==> src/rtl/nor_latch_pkg.sv <==
// Shared types and defaults for the clocked NOR-style set/reset latch.
package nor_latch_pkg;

  typedef enum logic [1:0] {
    HOLD_Q0   = 2'b00,
    HOLD_Q1   = 2'b01,
    FORBIDDEN = 2'b10
  } mode_t;

  localparam int unsigned SYNC_STAGES_DEF = 2;
  localparam logic        RST_Q_DEF       = 1'b0;

  function automatic mode_t reset_mode(input logic rst_q);
    return rst_q ? HOLD_Q1 : HOLD_Q0;
  endfunction

endpackage

==> src/rtl/nor_latch_sync.sv <==
// N-stage single-bit synchronizer with asynchronous active-low clear.
module nor_latch_sync #(
  parameter int unsigned STAGES = 2
) (
  input  logic clk,
  input  logic rst_n,
  input  logic d,
  output logic q
);

  logic [STAGES-1:0] ff;

  always_ff @(posedge clk or negedge rst_n) begin
    if (!rst_n) begin
      ff <= '0;
    end else begin
      ff[0] <= d;
      for (int unsigned i = 1; i < STAGES; i++) begin
        ff[i] <= ff[i-1];
      end
    end
  end

  assign q = ff[STAGES-1];

endmodule

==> src/rtl/nor_latch.sv <==
// Clocked model of a NOR set/reset latch: synchronized set/reset drive a 2-bit mode register.
// Pulses on set/reset shorter than one clk period are not guaranteed to be captured.
module nor_latch
  import nor_latch_pkg::*;
#(
  parameter int unsigned SYNC_STAGES = SYNC_STAGES_DEF,
  parameter logic        RST_Q       = RST_Q_DEF
) (
  output logic q,
  output logic qb,
  input  logic set,
  input  logic reset,
  input  logic clk,
  input  logic rst_n,
  output logic invalid
);

  localparam mode_t RST_MODE = reset_mode(RST_Q);

  logic  s;
  logic  r;
  mode_t mode;
  mode_t mode_next;

  if (SYNC_STAGES == 0) begin : g_bypass
    assign s = set;
    assign r = reset;
  end else begin : g_sync
    nor_latch_sync #(.STAGES(SYNC_STAGES)) u_sync_set (
      .clk   (clk),
      .rst_n (rst_n),
      .d     (set),
      .q     (s)
    );
    nor_latch_sync #(.STAGES(SYNC_STAGES)) u_sync_reset (
      .clk   (clk),
      .rst_n (rst_n),
      .d     (reset),
      .q     (r)
    );
  end

  always_ff @(posedge clk or negedge rst_n) begin
    if (!rst_n) mode <= RST_MODE;
    else        mode <= mode_next;
  end

  // Hold only keeps HOLD_Q1; leaving FORBIDDEN (or an unused code) resolves to q=0.
  always_comb begin
    mode_next = mode;
    unique case ({s, r})
      2'b11:   mode_next = FORBIDDEN;
      2'b10:   mode_next = HOLD_Q1;
      2'b01:   mode_next = HOLD_Q0;
      default: mode_next = (mode == HOLD_Q1) ? HOLD_Q1 : HOLD_Q0;
    endcase
  end

  assign q       = (mode == HOLD_Q1);
  assign qb      = (mode == HOLD_Q0);
  assign invalid = (mode == FORBIDDEN);

endmodule

==> config.mk <==
export PLATFORM = sky130hd
export DESIGN_NAME = nor_latch
export DESIGN_NICKNAME = d
export VERILOG_FILES = /design/src/rtl/nor_latch_pkg.sv /design/src/rtl/nor_latch_sync.sv /design/src/rtl/nor_latch.sv
export SDC_FILE = /design/constraint.sdc
export NUM_CORES = 1
export LEC_CHECK = 0
export CORE_AREA = 8 8 45 47
export CTS_BUF_LIST = sky130_fd_sc_hd__clkbuf_16
export CTS_CLUSTER_DIAMETER = 80
export CTS_CLUSTER_SIZE = 28
export DETAILED_ROUTE_END_ITERATION = 12
export DIE_AREA = 0 0 53 55
export DONT_BUFFER_PORTS = 1
export PLACE_DENSITY = 0.3
export SYNTH_ARGS = -nofsm -noshare
export SYNTH_HDL_FRONTEND = slang
export SYNTH_SLANG_ARGS = --single-unit
==> constraint.sdc <==
create_clock -name clk -period 1.4 [get_ports clk]
set_input_delay 0.28 -clock clk [delete_from_list [all_inputs] [get_ports clk]]
set_output_delay 0.28 -clock clk [all_outputs]
set_load 0.05 [all_outputs]
# Yosys cells after proc, flatten, opt, wreduce, memory -nomap -nowiden

Cells that the tools add are included.

Reductions and logical operators: 1
Multiplexer cells: 2
Equality and inequality tests: 5

Operator list:

| cell               | number |
|---|---|
| $eq 2x2->1 const B | 3 |
| $pmux 2 s3         | 1 |
| $eq 2x1->1 const B | 2 |
| $logic_not 2->1    | 1 |
| $mux 1             | 1 |

Register bits: 6
Output and inout bits: 3
Logic and storage cells: 11

# Logic depth before layout (Yosys ltp)

Gate-level depths: netlist of the first run.

Word-level depth: 3
Gate-level depth with buffers: 2
Gate-level depth less buffers: 2

# Modules after synthesis

From an unflattened synthesis of the first run, not the netlist that was laid out.

Cell total of the unflattened synthesis: 11
Area total of the unflattened synthesis: 192.7 um^2

By module, submodules not included:

| module         | cells each | area an instance (um^2) | times used | sequential area each (um^2) |
|---|---|---|---|---|
| nor_latch_sync | 2          | 50.0                    | 2          | 50.0 |
| nor_latch      | 7          | 92.6                    | 1          | 50.0 |

# Worst setup path before layout of the first run

OpenSTA, ideal clock, no wires.

Kind: flip-flop to output port
Start point: reg mode[1]
End point: out qb
Path slack: 52 ps
Data required time: 1120 ps
Data arrival time: 1068 ps
Buffers on the path: 0
Stages on the path, launching flop included: 2
Cells stage by stage: dfrtp_1 nor2_1

Cells in the longest elaborated chain, start to end: 1

RTL lines:

| what                   | line            | text |
|---|---|---|
| start, declared        | nor_latch.sv:22 | `mode_t mode;` |
| start signal, assigned | nor_latch.sv:45 | `else mode <= mode_next;` |
| $logic_not 2->1        | nor_latch.sv:60 | `assign qb = (mode == HOLD_Q0);` |
| end, declared          | nor_latch.sv:10 | `output logic qb,` |

No other way between the ends.

# Worst setup path in the final report of the first run

Start point: reg mode[0]
End point: out invalid

Cells in the longest elaborated chain, start to end: 1

RTL lines:

| what          | line            | text |
|---|---|---|
| $eq 2x2->1    | nor_latch.sv:61 | `assign invalid = (mode == FORBIDDEN);` |
| end, declared | nor_latch.sv:15 | `output logic invalid` |

No other way between the ends.

==> impl.org, run 1 <==
** Run status
- Status :: finished, final reports clean

** Critical path
- Broken down by cell family, the worst path's largest delay share belongs to simple AND/OR/NAND/NOR gates.
- Cell with the largest stage delay on the worst path :: sky130_fd_sc_hd__and2b_2
- Measured in cells, the most critical reg-to-reg path has a length of 2.
- Classification of the worst setup path :: reg2out
- Data arrives at the worst endpoint at 0.97 ns.
- Counting both buffers and inverters, the worst setup path holds a total of 0.
- In this run the number of cells on the critical path is 1.
- Chain of cells forming the critical path :: and2b_2
- Biggest cell delay along the critical path :: 0.38 ns
- Crit Path Max Fanout :: 3
- For the worst setup path, the data required time is 1.12 ns.
- Category of the worst setup path capture point :: output port
- The worst setup path is launched from a flip-flop.

** Worst hold path
- Tightest Hold Check Type :: in2reg
- The worst hold path passes through 0 cells.

** Die
- The initial utilization of the core area, before any placement, comes to 13.9%.
- Number of placement rows :: 14
- After floorplanning, the core was sized to cover 1380 um2.
- Die W :: 53 um
- Number of ports placed on the die boundary :: 7
- Die H :: 55 um
- Die Area :: 2920 um2

** Global routing
- GRT busiest layer :: met3
- Remaining global-route overflow :: 0
- Pin count of the biggest net entering global routing :: 7
- Met1 Use GR :: 2.47%
- Gr usage total :: 2.64%
- For this run, global-route usage on met3 was measured as 3.48%.
- The initial antenna violation count came to 0.
- Met2 usage in global routing :: 3.13%
- The number of global-route vias before repair is 114.
- First-pass GRT wire length :: 496 um

** Cells and area
- Area used by multi-input combinational logic :: 42.5 um2
- 0 antenna diodes ended up in the layout.
- Total of fill cells in the finished design :: 143
- In the final layout, the share of cells above drive strength 1 is 37.5%.
- Area growth from synthesis to final layout :: 58.4%
- Number of cells in the finished layout apart from fillers :: 32
- Sequential cell area :: 150 um2
- Total Nets Final :: 22

** Clocking
- Post-CTS repair changed the size of 0 cells.
- The tree is rooted in a sky130_fd_sc_hd__clkbuf_16.
- CTS built an H-tree with a depth of 1.
- CTS tree :: yes
- The tree built by TritonCTS fans out to 6 sinks.
- The clock reaches the later pin of the worst-skew pair after 0.22 ns.
- Number of buffers inserted for hold repair after clock tree synthesis :: 1
- Once the clock tree was built, the setup fixing pass inserted 0 buffers.
- Clock buffer count from CTS :: 3
- Clock transition time at the flip-flop clock pins of the worst setup and hold paths :: 0.03 ns
- Counting along the longest clock path gives a buffer depth of 2.

** Yosys
- Synthesized instance count :: 11
- Synthesized area per cell :: 17.5 um2
- Synthesized area :: 193 um2
- After synthesis, the largest area contributor takes up 77.9% of total cell area.
- Post-synth top area cell :: sky130_fd_sc_hd__dfrtp_1
- The netlist uses 6 different library cells.
- Yosys reg bits :: 6
- Counting every net in the synthesized netlist gives 15.
- Area contributors post-synth :: sky130_fd_sc_hd__dfrtp_1 78%, sky130_fd_sc_hd__nor2b_4 7.1%, sky130_fd_sc_hd__o21ba_1 5.2%
- Sequential cell area fraction in the yosys report :: 77.9%
- For this run, the number of Yosys warnings is 0.

** Detailed routing
- Using the TritonRoute via totals, the vias-per-cell ratio works out to 3.06.
- In this run, the number of DRC markers left after iteration 0 of detailed routing was 1.
- In the final routed layout, each cell accounts on average for 8.69 um.
- Once detail routing completed, the nets flagged for antenna violations numbered 0.
- The routed layout has 98 vias.
- Summed over all layers, the routed wires come to 278 um.
- The first detailed-routing pass ran for 2 iterations.
- For this run, design rule violations remaining after detail routing come to 0.

** Run
- The tool flagged a number of max-cap violations equal to 0.

** STA
- The number of hold violations in the final report was 0.
- Setup violations remaining at the end of the flow were counted as 0.
- The final number of max-transition violations came to 0.
- Summed over all failing endpoints, the final setup total negative slack is 0 ns.
- Static timing analysis puts the maximum clock frequency at 0.797 GHz.
- Post-layout minimum cycle time :: 1.25 ns
- Setup repair after global routing left no endpoint under its margin.
- For the pin with the worst max-slew slack, the measured transition is 0.359 ns.
- Between clock sinks in the finished design, the worst skew comes to 0.00250 ns.
- Worst-case headroom to the max-slew limit :: 76.0%
- Portion of the clock cycle consumed by the worst path in the final layout :: 89.6%

** Pwr
- Across the VDD grid, the largest voltage drop is 1.04 mV.
- Ratio of total power to cell area :: 2230 nW/um2
- LEAKAGE :: 0.142 nW

** Place
- Routability cong. :: 0.550
- Number of port buffers :: 0
- Total instance count after detailed placement :: 28
cells in the mapped netlist:
library cell,instances
sky130_fd_sc_hd__nor2b_4,1
sky130_fd_sc_hd__nor2_1,1
sky130_fd_sc_hd__and2_1,1
sky130_fd_sc_hd__and2b_2,1
sky130_fd_sc_hd__dfrtp_1,6
sky130_fd_sc_hd__o21ba_1,1
kinds of logic (layout without fill, tap and decap cells):
kind of cell / after synthesis / after routing / share of synthesized area (%)
flops: 6 / 6 / 77.9
simple gates: 4 / 4 / 16.9
buf+inv: 0 / 5 / 0
compound gates: 1 / 1 / 5.20
registers in the layout (all words and copies together), names as in the netlist:
name	cells
g_sync.u_sync_reset.ff	2
g_sync.u_sync_set.ff	2
mode	2
routing by layer:
layer / share of wire, % / routed length (um)
met4: 0 / 0
met3: 17 / 48
met5: 0 / 0
met2: 32 / 88
met1: 51 / 141
power breakdown:
group          switching [mW]  leakage, nW  total [mW]  internal (mW)
Clock                  0.0843       0.0370       0.450          0.365
Sequential            0.00440       0.0721       0.188          0.184
Combinational          0.0291       0.0331      0.0415         0.0124
placed cells by master, fill, tap and decap left out, drive strengths merged:
cell type / n
dfrtp: 6
buf: 1
nor2b: 1
and2b: 1
o21ba: 1
dlygate4sd3: 1
clkbuf: 3
nor2: 1
and2: 1
cell type report:
| cell class | instances | share of cell area [%] |
|---|---|---|
| clock buffer | 3 | 24.6 |
| multi-input combinational | 5 | 13.9 |
| sequential | 6 | 49.2 |
| tap | 16 | 6.56 |
| timing repair buffer | 2 | 5.74 |
path summary, 6_finish.rpt:
kind | startpoint | endpoint | slack (ns)
min in group asynchronous | rst_n | g_sync.u_sync_reset.ff[1] | 0.37
max in group asynchronous | rst_n | g_sync.u_sync_set.ff[1] | 0.82
worst min-delay path | set | g_sync.u_sync_set.ff[0] | 0.09
worst max-delay path | mode[0] | invalid | 0.15
worst min register to register | g_sync.u_sync_set.ff[0] | g_sync.u_sync_set.ff[1] | 0.34
worst max register to register | mode[1] | mode[0] | 0.44
per-stage QoR:
step                util (%)  worst slack, ns  instance area (um2)  hold slack (ns)  total power, mW
floorplan                  -           0.0516                  193          -0.0156            0.221
global route            22.1            0.122                  305           0.0797            0.705
detailed placement      15.9            0.377                  220          -0.0154            0.227
finish                  22.1            0.145                  305           0.0858            0.680
CTS                     22.1            0.139                  305           0.0821            0.688
global placement        15.9            0.369                  220          -0.0154            0.227
No activity file was read; power rests on OpenSTA's default activity.
==> run 2: changes to the inputs <==
==> constraint.sdc (replaced) <==
create_clock -name clk -period 1.2 [get_ports clk]
set_input_delay 0.24 -clock clk [delete_from_list [all_inputs] [get_ports clk]]
set_output_delay 0.24 -clock clk [all_outputs]
set_load 0.05 [all_outputs]
==> run 2 against run 1 <==
The run now ends with setup timing left; first-iteration DRC count is 100% lower; sequential share of layout area down 2.5 points; global-route usage rose by 0.38 points; non-clock buffer count unchanged; largest power group unchanged.
==> impl.org, run 2 (synthesized netlist as in run 1, its figures left out) <==
** Die
- The width of the die is 53 um (unchanged).
- Initial cell density of the core :: 13.9% (unchanged)
- Number of ports placed on the die boundary :: 7 (unchanged)
- Core Box Area :: 1380 um2 (unchanged)
- The die outline height is 55 um (unchanged).
- Die Area :: 2920 um2 (unchanged)
- The number of placement rows is 14 (unchanged).

** Detailed routing
- The post-route DRC violation count is 0 (unchanged).
- Vias :: 105 (+7.1%)
- Total iterations of the first detailed-routing run :: 1 (-1)
- Initial DRC count :: 0 (-1)
- Avg WL per Cell :: 9.47 um (+9.0%)
- The total routed wirelength was 303 um (+9.0%).
- Number of vias per cell after detailed routing :: 3.28 (+7.1%)
- Count of nets left with antenna violations after detail routing :: 0 (unchanged)

** Critical path
- In this run the critical register-to-register path is captured at mode[0].
- Logic depth of the worst path, buffers included :: 1 (unchanged)
- Cell class contributing the biggest share of worst-path delay :: flip-flops
- The signal on the critical path passes through nor2b_4.
- Slack of the worst reg-to-reg path :: 0.22 ns (-0.22 ns)
- Arrival time worst endpoint :: 0.98 ns (about the same)
- Crit path required time :: 0.96 ns (-0.16 ns)
- For this design, the slowest cell found on the critical path is sky130_fd_sc_hd__dfrtp_1.
- Crit Path Max Fanout :: 3 (unchanged)
- RR Startpoint :: mode[1]
- STA classifies the critical path startpoint as a flip-flop.
- Tracing the worst setup path back leads to its startpoint at mode[1].
- The critical path is of the reg2out type.
- The number of cell instances on the worst register-to-register path was 2 (unchanged).
- Worst setup path end :: q
- The worst setup path is captured at an output port.
- Number of buffer and inverter stages on the critical path :: 0 (unchanged)
- The largest incremental delay on the critical path is 0.41 ns (+0.03 ns).

** STA
- Slew @ Worst Pin :: 0.355 ns (-0.00345 ns)
- Based on the critical path, the design can be clocked at up to 0.821 GHz.
- Final sum of negative setup slack :: -0.0298 ns (-0.0298 ns)
- Worst-case headroom to the max-slew limit :: 76.3% (+0.23 points)
- Final hold slack :: 0.0446 ns (-0.0412 ns)
- The final critical path takes up 102% of the cycle.
- The final setup skew is 0.00126 ns (-0.00125 ns).
- Setup repair after global routing missed its margin :: yes
- Number of endpoints failing setup at the final stage :: 2 (+2)
- The final number of max-transition violations is 0 (unchanged).
- Total count of hold-check failures in the final report :: 0 (unchanged)
- The post-route worst setup slack came to -0.0187 ns (-0.164 ns).
- Post-layout minimum cycle time :: 1.22 ns

** Cells and area
- Area used by multi-input combinational logic :: 46.3 um2 (+8.8%)
- The net count of the finished layout is 22 (unchanged).
- The share of final-layout standard cells stronger than drive strength 1 was 43.8% (+6.3 points).
- Sequential cell area :: 150 um2 (unchanged)
- The fill cell total of the finished layout is 144 (+0.70%).
- Most common library cell in the layout ignoring fill and taps :: sky130_fd_sc_hd__dfrtp_1
- The final instance count without filler cells came to 32 (unchanged).
- Share of the core filled with cells :: 23.2% (+1.2 points)
- Antenna diode count :: 0 (unchanged)
- In the final layout, the registers with the most flip-flops are g_sync.u_sync_reset.ff (2), g_sync.u_sync_set.ff (2), mode (2).
- Area growth from synthesis to final layout :: 66.9%
- Leading cell types in the layout, fill and taps excluded :: 6 x sky130_fd_sc_hd__dfrtp_1, 3 x sky130_fd_sc_hd__clkbuf_16

** Place
- Number of port buffers :: 0 (unchanged)
- The number of cells after detailed placement was 28 (unchanged).
- The routability congestion estimate from global placement was 0.528 (-3.9%).

** Global routing
- The first-pass GRT wire length is 538 um (+8.5%).
- Gr usage total :: 3.02% (+0.38 points)
- The global-route congestion overflow total was 0 (unchanged).
- The pin count of the biggest net entering global routing came to 7 (unchanged).
- Antenna violations before repair :: 0 (unchanged)
- Number of global-route vias before repair :: 127 (+11%)

** Worst hold path
- Worst hold path stage count :: 0 (unchanged)
- Tightest Hold Check Type :: in2reg
- The startpoint identified for the worst hold timing path is reset.

** Pwr
- LEAKAGE :: 0.146 nW (+2.9%)
- Ratio of total power to cell area :: 2500 nW/um2 (+12%)
- The maximum vdd ir drop is 1.34 mV (+29%).

** Clocking
- Clock transition time at the flip-flop clock pins of the worst setup and hold paths :: 0.03 ns (about the same)
- Number of post-CTS setup repair buffers :: 0 (unchanged)
- The source-to-sink clock delay at the later pin of the worst-skew pair came to 0.22 ns (about the same).
- The tree is rooted in a sky130_fd_sc_hd__clkbuf_16.
- The clock sink count was 6 (unchanged).
- The H-tree depth reported by CTS is 1 (unchanged).
- TritonCTS built the clock tree.
- Clock Path Buffers :: 2 (unchanged)
- Clock buffer count from CTS :: 3 (unchanged)

** Run status
- The run finished, with violations left.
- Violated checks :: setup timing

** Run
- MaxCap Viol Count :: 0 (unchanged)
[run 2: cell counts in the layout (fill, tap and decap cells not counted)]
No cell type changed its count.
[run 2: repair_timing]
| item | 4_1_cts | 5_1_grt |
|---|---|---|
| pin swaps | 1 | 1 |
| gates resized for setup | 1 | 0 |
| endpoints found under the setup margin | 3 | 3 |
| endpoints found under the hold margin | 6 | 0 |
| hold buffers | 1 | 0 |
[run 2: stage by stage]
step | worst slack, ns | total power [mW] | instance area, um2
2_1_floorplan | 0.108 | 0.259 | 195
3_3_place_gp | 0.201 | 0.275 | 235
3_5_place_dp | 0.199 | 0.276 | 235
4_1_cts | -0.0318 | 0.818 | 322
5_1_grt | -0.0547 | 0.832 | 322
6_report | -0.0187 | 0.805 | 322
[run 2: layout make-up]
type / count / share of cell area (%)
tap: 16 / 6.23
clock buffer: 3 / 23.3
sequential: 6 / 46.7
timing repair buffer: 2 / 9.34
multi-input combinational: 5 / 14.4
[run 2: where the power goes]
group / switching, mW / internal (mW)
logic: 0.0355 / 0.0236
clock network: 0.0987 / 0.426
registers: 0.00642 / 0.215
[run 2: how the worst min path moves through the flow]
stage               slack (ns)                        end
detailed placement       -0.06  g_sync.u_sync_reset.ff[0]
floorplan                -0.06  g_sync.u_sync_reset.ff[0]
CTS                       0.04  g_sync.u_sync_reset.ff[0]
finish                    0.04  g_sync.u_sync_reset.ff[0]
global placement         -0.06    g_sync.u_sync_set.ff[0]
global route              0.04    g_sync.u_sync_set.ff[0]
[run 2: routing by layer]
metal	track usage (%)	vias to the layer above	part of all wire [%]
met5	0	-	0
met4	2.59	0	0
met3	5.88	0	33
met2	2.73	9	35
met1	2.00	50	31
li1	-	46	-
==> patch 1, RTL diff (flow settings as in run 2) <==
Encoding of `mode_t`: now one-hot (3 bits for 3 values).
--- a/src/rtl/nor_latch_pkg.sv
+++ b/src/rtl/nor_latch_pkg.sv
@@ -1,10 +1,10 @@
 // Shared types and defaults for the clocked NOR-style set/reset latch.
 package nor_latch_pkg;
 
-  typedef enum logic [1:0] {
-    HOLD_Q0   = 2'b00,
-    HOLD_Q1   = 2'b01,
-    FORBIDDEN = 2'b10
+  typedef enum logic [2:0] {
+    HOLD_Q0   = 3'b001,
+    HOLD_Q1   = 3'b010,
+    FORBIDDEN = 3'b100
   } mode_t;
 
   localparam int unsigned SYNC_STAGES_DEF = 2;
Formal check against the unedited RTL: no difference found for any inputs over 10 cycles, from zero or initial values and one cycle with rst_n low; not proved beyond that.
==> patch 1 against run 2 <==
  * The flow still finishes with violations (setup timing)
  * Largest cell class unchanged
  * Fmax decreased by 16%
  * Synthesized area increased by 18%
  * Worst setup slack got worse by 0.24 ns
  * Total power up 11%
  * Highest routed layer is now met4
  * Wire length rose by 55%
  * Global-route usage increased by 1.3 points
  * Sequential cell count up 1
  * Critical path depth rose by 1
  * Design area grew 36%
==> patch 1: results (changes against run 2) <==
| Metric | Value |
|---|---|
| Status | `finished, violations left` |
| Failing checks | `setup timing` |
| Detailed-route via count | `158 (+50%)` |
| Placed Area | `345 um2 (+47%)` |
| Clock Pin Slew Worst Setup and Hold Paths | `0.03 ns (about the same)` |
| Setup violations, final | `3 (+1)` |
| GRT Util Overall | `4.34% (+1.3 points)` |
| Post-layout nets | `31 (+41%)` |
| Final wirelength | `470 um (+55%)` |
| VDD IR-drop max | `0.000844 V (-37%)` |
| Initial DRC Count | `1 (+1)` |
| Worst-path maximum fanout | `3 (unchanged)` |
| Gp weighted congestion | `0.627 (+19%)` |
| Largest net degree at the start of global routing | `8 (+1)` |
| Layout cells sized above 1 | `53.8% (+10 points)` |
| Syn nets | `19 (+4)` |
| Initial antenna violation count | `0 (unchanged)` |
| Sequential element share of the synthesized area | `77.9% (about the same)` |
| Port buffer count | `0 (unchanged)` |
| Clk root buf | `clkbuf_16` |
| CP peak stage delay | `0.41 ns (about the same)` |
| Synth top area cells | `dfrtp_1 66%, dfstp_2 12%, nor3b_1 6.6%` |
| Initial DRT Pass Iterations | `2 (+1)` |
| CTS Buf Count | `3 (unchanged)` |
| Place WS | `-0.0277 ns (-0.227 ns)` |
| Mux share of post-synthesis cell area | `0% (unchanged)` |
| Worst r2r path cells | `3 (+1)` |
| Worst hold path class | `in2reg` |
| Post-route DRC violation count | `0 (unchanged)` |
| Placed cells | `37 (+32%)` |
| Via/cell ratio | `3.76 (+15%)` |
| Post CTS Setup Buffer Count | `0 (unchanged)` |
| Longest Clk Path Bufs | `2 (unchanged)` |
| Largest delay share family, worst path | `simple AND/OR/NAND/NOR gates` |
| Leak | `0.000193 uW (+32%)` |
| Top flop regs | `mode: 3 flops, g_sync.u_sync_reset.ff: 2 flops, g_sync.u_sync_set.ff: 2 flops` |
| Fin Setup TNS | `-0.594 ns (-0.564 ns)` |
| First-pass GRT wire length | `793 um (+47%)` |
| CP Data Arrival Time | `1.22 ns (+0.24 ns)` |
| CTS H-tree depth | `1 (unchanged)` |
| Synth Area in Compound Gates | `5.52% (+0.33 points)` |
| Skew-Pair Late Insertion Delay | `0.23 ns` |
| Clk_skew | `0.000619 ns (-0.000638 ns)` |
| Post-synthesis xor/xnor area fraction | `0% (unchanged)` |
| Synth cell types | `8 (+2)` |
| Setup WS post-layout | `-0.258 ns (-0.240 ns)` |
| Slowest-stage cell, CP | `or3b_4` |
| Hold Path Depth | `0 (unchanged)` |
| Post-Syn Instances | `15 (+4)` |
| Ys Warns | `0 (unchanged)` |
| Antenna Cells | `0 (unchanged)` |
| Adder-Cell Fraction of Synth Area | `0% (unchanged)` |
| Vias in the first global route | `192 (+51%)` |
| Worst Max-Slew Pin Slew | `0.303 ns (-0.0525 ns)` |
-- patch 1: cells by family (layout without fill, tap and decap cells) --
kind of cell	Yosys count	after routing
buf+inv	2	13
simple gates	4	4
compound gates	2	2
flops	7	7
-- patch 1: final cells by class --
type | count | area, um2
inverters | 2 | 11.3
clock buffers | 3 | 75.1
clock inverters | 1 | 3.75
fillers | 140 | 946
multi-input cells | 6 | 67.6
well taps | 16 | 20.0
repair buffers | 7 | 83.8
flip-flops and latches | 7 | 176
-- patch 1: final timing paths --
kind / startpoint / endpoint / slack, ns
worst max-delay path: mode[0] / q / -0.26
worst max register to register: mode[0] / mode[0] / 0.04
worst min register to register: g_sync.u_sync_set.ff[0] / g_sync.u_sync_set.ff[1] / 0.35
worst min-delay path: reset / g_sync.u_sync_reset.ff[0] / 0.04
min in group asynchronous: rst_n / mode[2] / 0.33
max in group asynchronous: rst_n / mode[0] / 0.58
-- patch 1: power by group --
group	switching [uW]	total [uW]	internal [uW]
logic	39.6	79.5	39.9
registers	7.29	259	252
clock network	120	553	433
-- patch 1: timing repair --
| action | 4_1_cts | 5_1_grt |
|---|---|---|
| hold buffers | 1 | 0 |
| gates resized for setup | 1 | 0 |
| cloned | 0 | 0 |
| pin swaps | 2 | 0 |
| endpoints found under the hold margin | 7 | 0 |
| setup endpoints to repair | 3 | 3 |
-- patch 1: layer usage --
| metal | vias up | global-route usage (%) | routed length (um) |
|---|---|---|---|
| met5 | - | 0 | 0 |
| met4 | 0 | 6.47 | 29 |
| met3 | 3 | 2.94 | 56 |
| met2 | 9 | 7.23 | 252 |
| met1 | 77 | 2.46 | 132 |
| li1 | 69 | - | - |
==> patch 2, RTL diff (config.mk and constraints of run 2) <==
Made on the original files. Reset style: synchronous (`rst_n`), changed in 2 clocked blocks. Comments in the files are not updated.
--- a/src/rtl/nor_latch_sync.sv
+++ b/src/rtl/nor_latch_sync.sv
@@ -10,7 +10,7 @@
 
   logic [STAGES-1:0] ff;
 
-  always_ff @(posedge clk or negedge rst_n) begin
+  always_ff @(posedge clk) begin
     if (!rst_n) begin
       ff <= '0;
     end else begin
--- a/src/rtl/nor_latch.sv
+++ b/src/rtl/nor_latch.sv
@@ -40,7 +40,7 @@
     );
   end
 
-  always_ff @(posedge clk or negedge rst_n) begin
+  always_ff @(posedge clk) begin
     if (!rst_n) mode <= RST_MODE;
     else        mode <= mode_next;
   end
Formal check against the unedited RTL: differs if rst_n is asserted again (counterexample within 4 cycles, from zero or initial values and one cycle with rst_n low); with rst_n held inactive, the same outputs for 10 cycles.
==> patch 2 against run 2 <==
  * Worst setup slack improved by 0.043 ns
  * Sequential cell count is the same
  * Wire length increased by 8.3%
  * Final cell count grew 16%
  * Design area increased by 1.6%
  * Die area stayed put
  * Synthesized area decreased by 1.9%
  * Fmax rose by 3.7%
Power is not compared: it rests on default switching activity, and its combinational part moved more than twofold at a synthesized area within 25%.
==> patch 2: results (changes against run 2) <==
| Metric | Value |
|---|---|
| Synth top area cells | `dfxtp_1 64%, and2_1 13%, nor2b_4 7.3%` |
| CTS Buf Count | `3 (unchanged)` |
| VDD IR-drop max | `0.000911 V` |
| Ys Warns | `0 (unchanged)` |
| Clock Pin Slew Worst Setup and Hold Paths | `0.03 ns (about the same)` |
| Antenna Cells | `0 (unchanged)` |
| Clk root buf | `clkbuf_16` |
| Worst-path maximum fanout | `3 (unchanged)` |
| Port buffer count | `0 (unchanged)` |
| Syn nets | `20 (+5)` |
| Filler instances | `143 (-0.69%)` |
| Top flop regs | `g_sync.u_sync_reset.ff: 2 flops, g_sync.u_sync_set.ff: 2 flops, mode: 2 flops` |
| Layout cells sized above 1 | `47.6% (+3.9 points)` |
| CP peak stage delay | `0.36 ns (-0.05 ns)` |
| Synth cell types | `8 (+2)` |
| Vias in the first global route | `112 (-12%)` |
| Longest Clk Path Bufs | `2 (unchanged)` |
| First-pass GRT wire length | `483 um (-10%)` |
| Gp weighted congestion | `0.540 (+2.2%)` |
| Met2 track demand over resource | `1.95% (-0.78 points)` |
| WL per Instance | `8.86 um (-6.4%)` |
| Post-layout nets | `27 (+23%)` |
| Initial DRC Count | `1 (+1)` |
| Initial antenna violation count | `0 (unchanged)` |
| Largest net degree at the start of global routing | `7 (unchanged)` |
| Clk_skew | `0.00202 ns (+0.000761 ns)` |
| Met3 Track Usage GR | `4.81% (-1.1 points)` |
| Sequential element share of the synthesized area | `63.6% (-14 points)` |
| Met1 Usage GRT | `2.60% (+0.59 points)` |
| Via/cell ratio | `3.35 (+2.1%)` |
| Slowest-stage cell, CP | `dfxtp_4` |
| R2R Setup Slk | `0.25 ns (+0.03 ns)` |
| GRT Util Overall | `2.79% (-0.23 points)` |
| Post CTS Setup Buffer Count | `0 (unchanged)` |
| Top FF cell, synth | `dfxtp_1` |
| CP Data Arrival Time | `0.94 ns (-0.04 ns)` |
| Post-synth ARST share | `0% (-100 points)` |
| Skew-Pair Late Insertion Delay | `0.23 ns` |
| Hold Slack | `0.135 ns (+0.0903 ns)` |
| Status | `finished clean` |
| Initial DRT Pass Iterations | `2 (+1)` |
| Largest delay share family, worst path | `flip-flops` |
| Leak | `0.000140 uW` |
| CTS H-tree depth | `1 (unchanged)` |
| Slew margin rel. | `76.4% (+0.16 points)` |
==> patch 2: per-layer routing <==
layer / up-vias / wire length (um)
li1: 60 / -
met1: 54 / 136
met3: 0 / 75
met4: 0 / 0
met5: - / 0
met2: 10 / 115
==> patch 2: final cells by class <==
cell class	count	share of cell area, %
multi-input combinational	9	23.0
timing repair buffer	2	8.43
clock buffer	3	23.0
inverter	1	1.15
tap	16	6.13
sequential	6	38.3
==> patch 2: cells by family after synthesis <==
logic type,synth area share [%]
AOI/OAI and AO/OA,5.30
buffers and inverters,1.98
DFF,63.6
and+or+nand+nor,29.1
==> patch 2: stage by stage <==
stage / worst slack [ns] / cells / util, % / area, um2
floorplan: 0.0882 / 16 / - / 194
global placement: 0.231 / 34 / 17.5 / 241
detailed placement: 0.208 / 34 / 17.5 / 241
CTS: 0.00304 / 37 / 23.4 / 324
global route: -0.0119 / 37 / 23.6 / 327
finish: 0.0247 / 37 / 23.6 / 327
==> patch 2: final timing paths <==
check        cells past startpoint               startpoint                        end
max reg2reg                      2                  mode[0]                    mode[0]
max                              1                  mode[0]                          q
min reg2reg                      1  g_sync.u_sync_set.ff[0]    g_sync.u_sync_set.ff[1]
min                              1                    rst_n  g_sync.u_sync_reset.ff[1]
==> patch 2: report_power, final <==
part           switching, uW  internal, uW  leakage [uW]
registers               3.97           208     0.0000506
clock network            106           427     0.0000370
logic                   16.3          10.3     0.0000525
total                    126           645      0.000140
==> patch 2: repair_timing <==
item	in CTS	in global routing
hold buffers	0	0
gates cloned	0	0
setup endpoints to repair	2	1
resized for setup	3	1
hold endpoints to repair	0	0
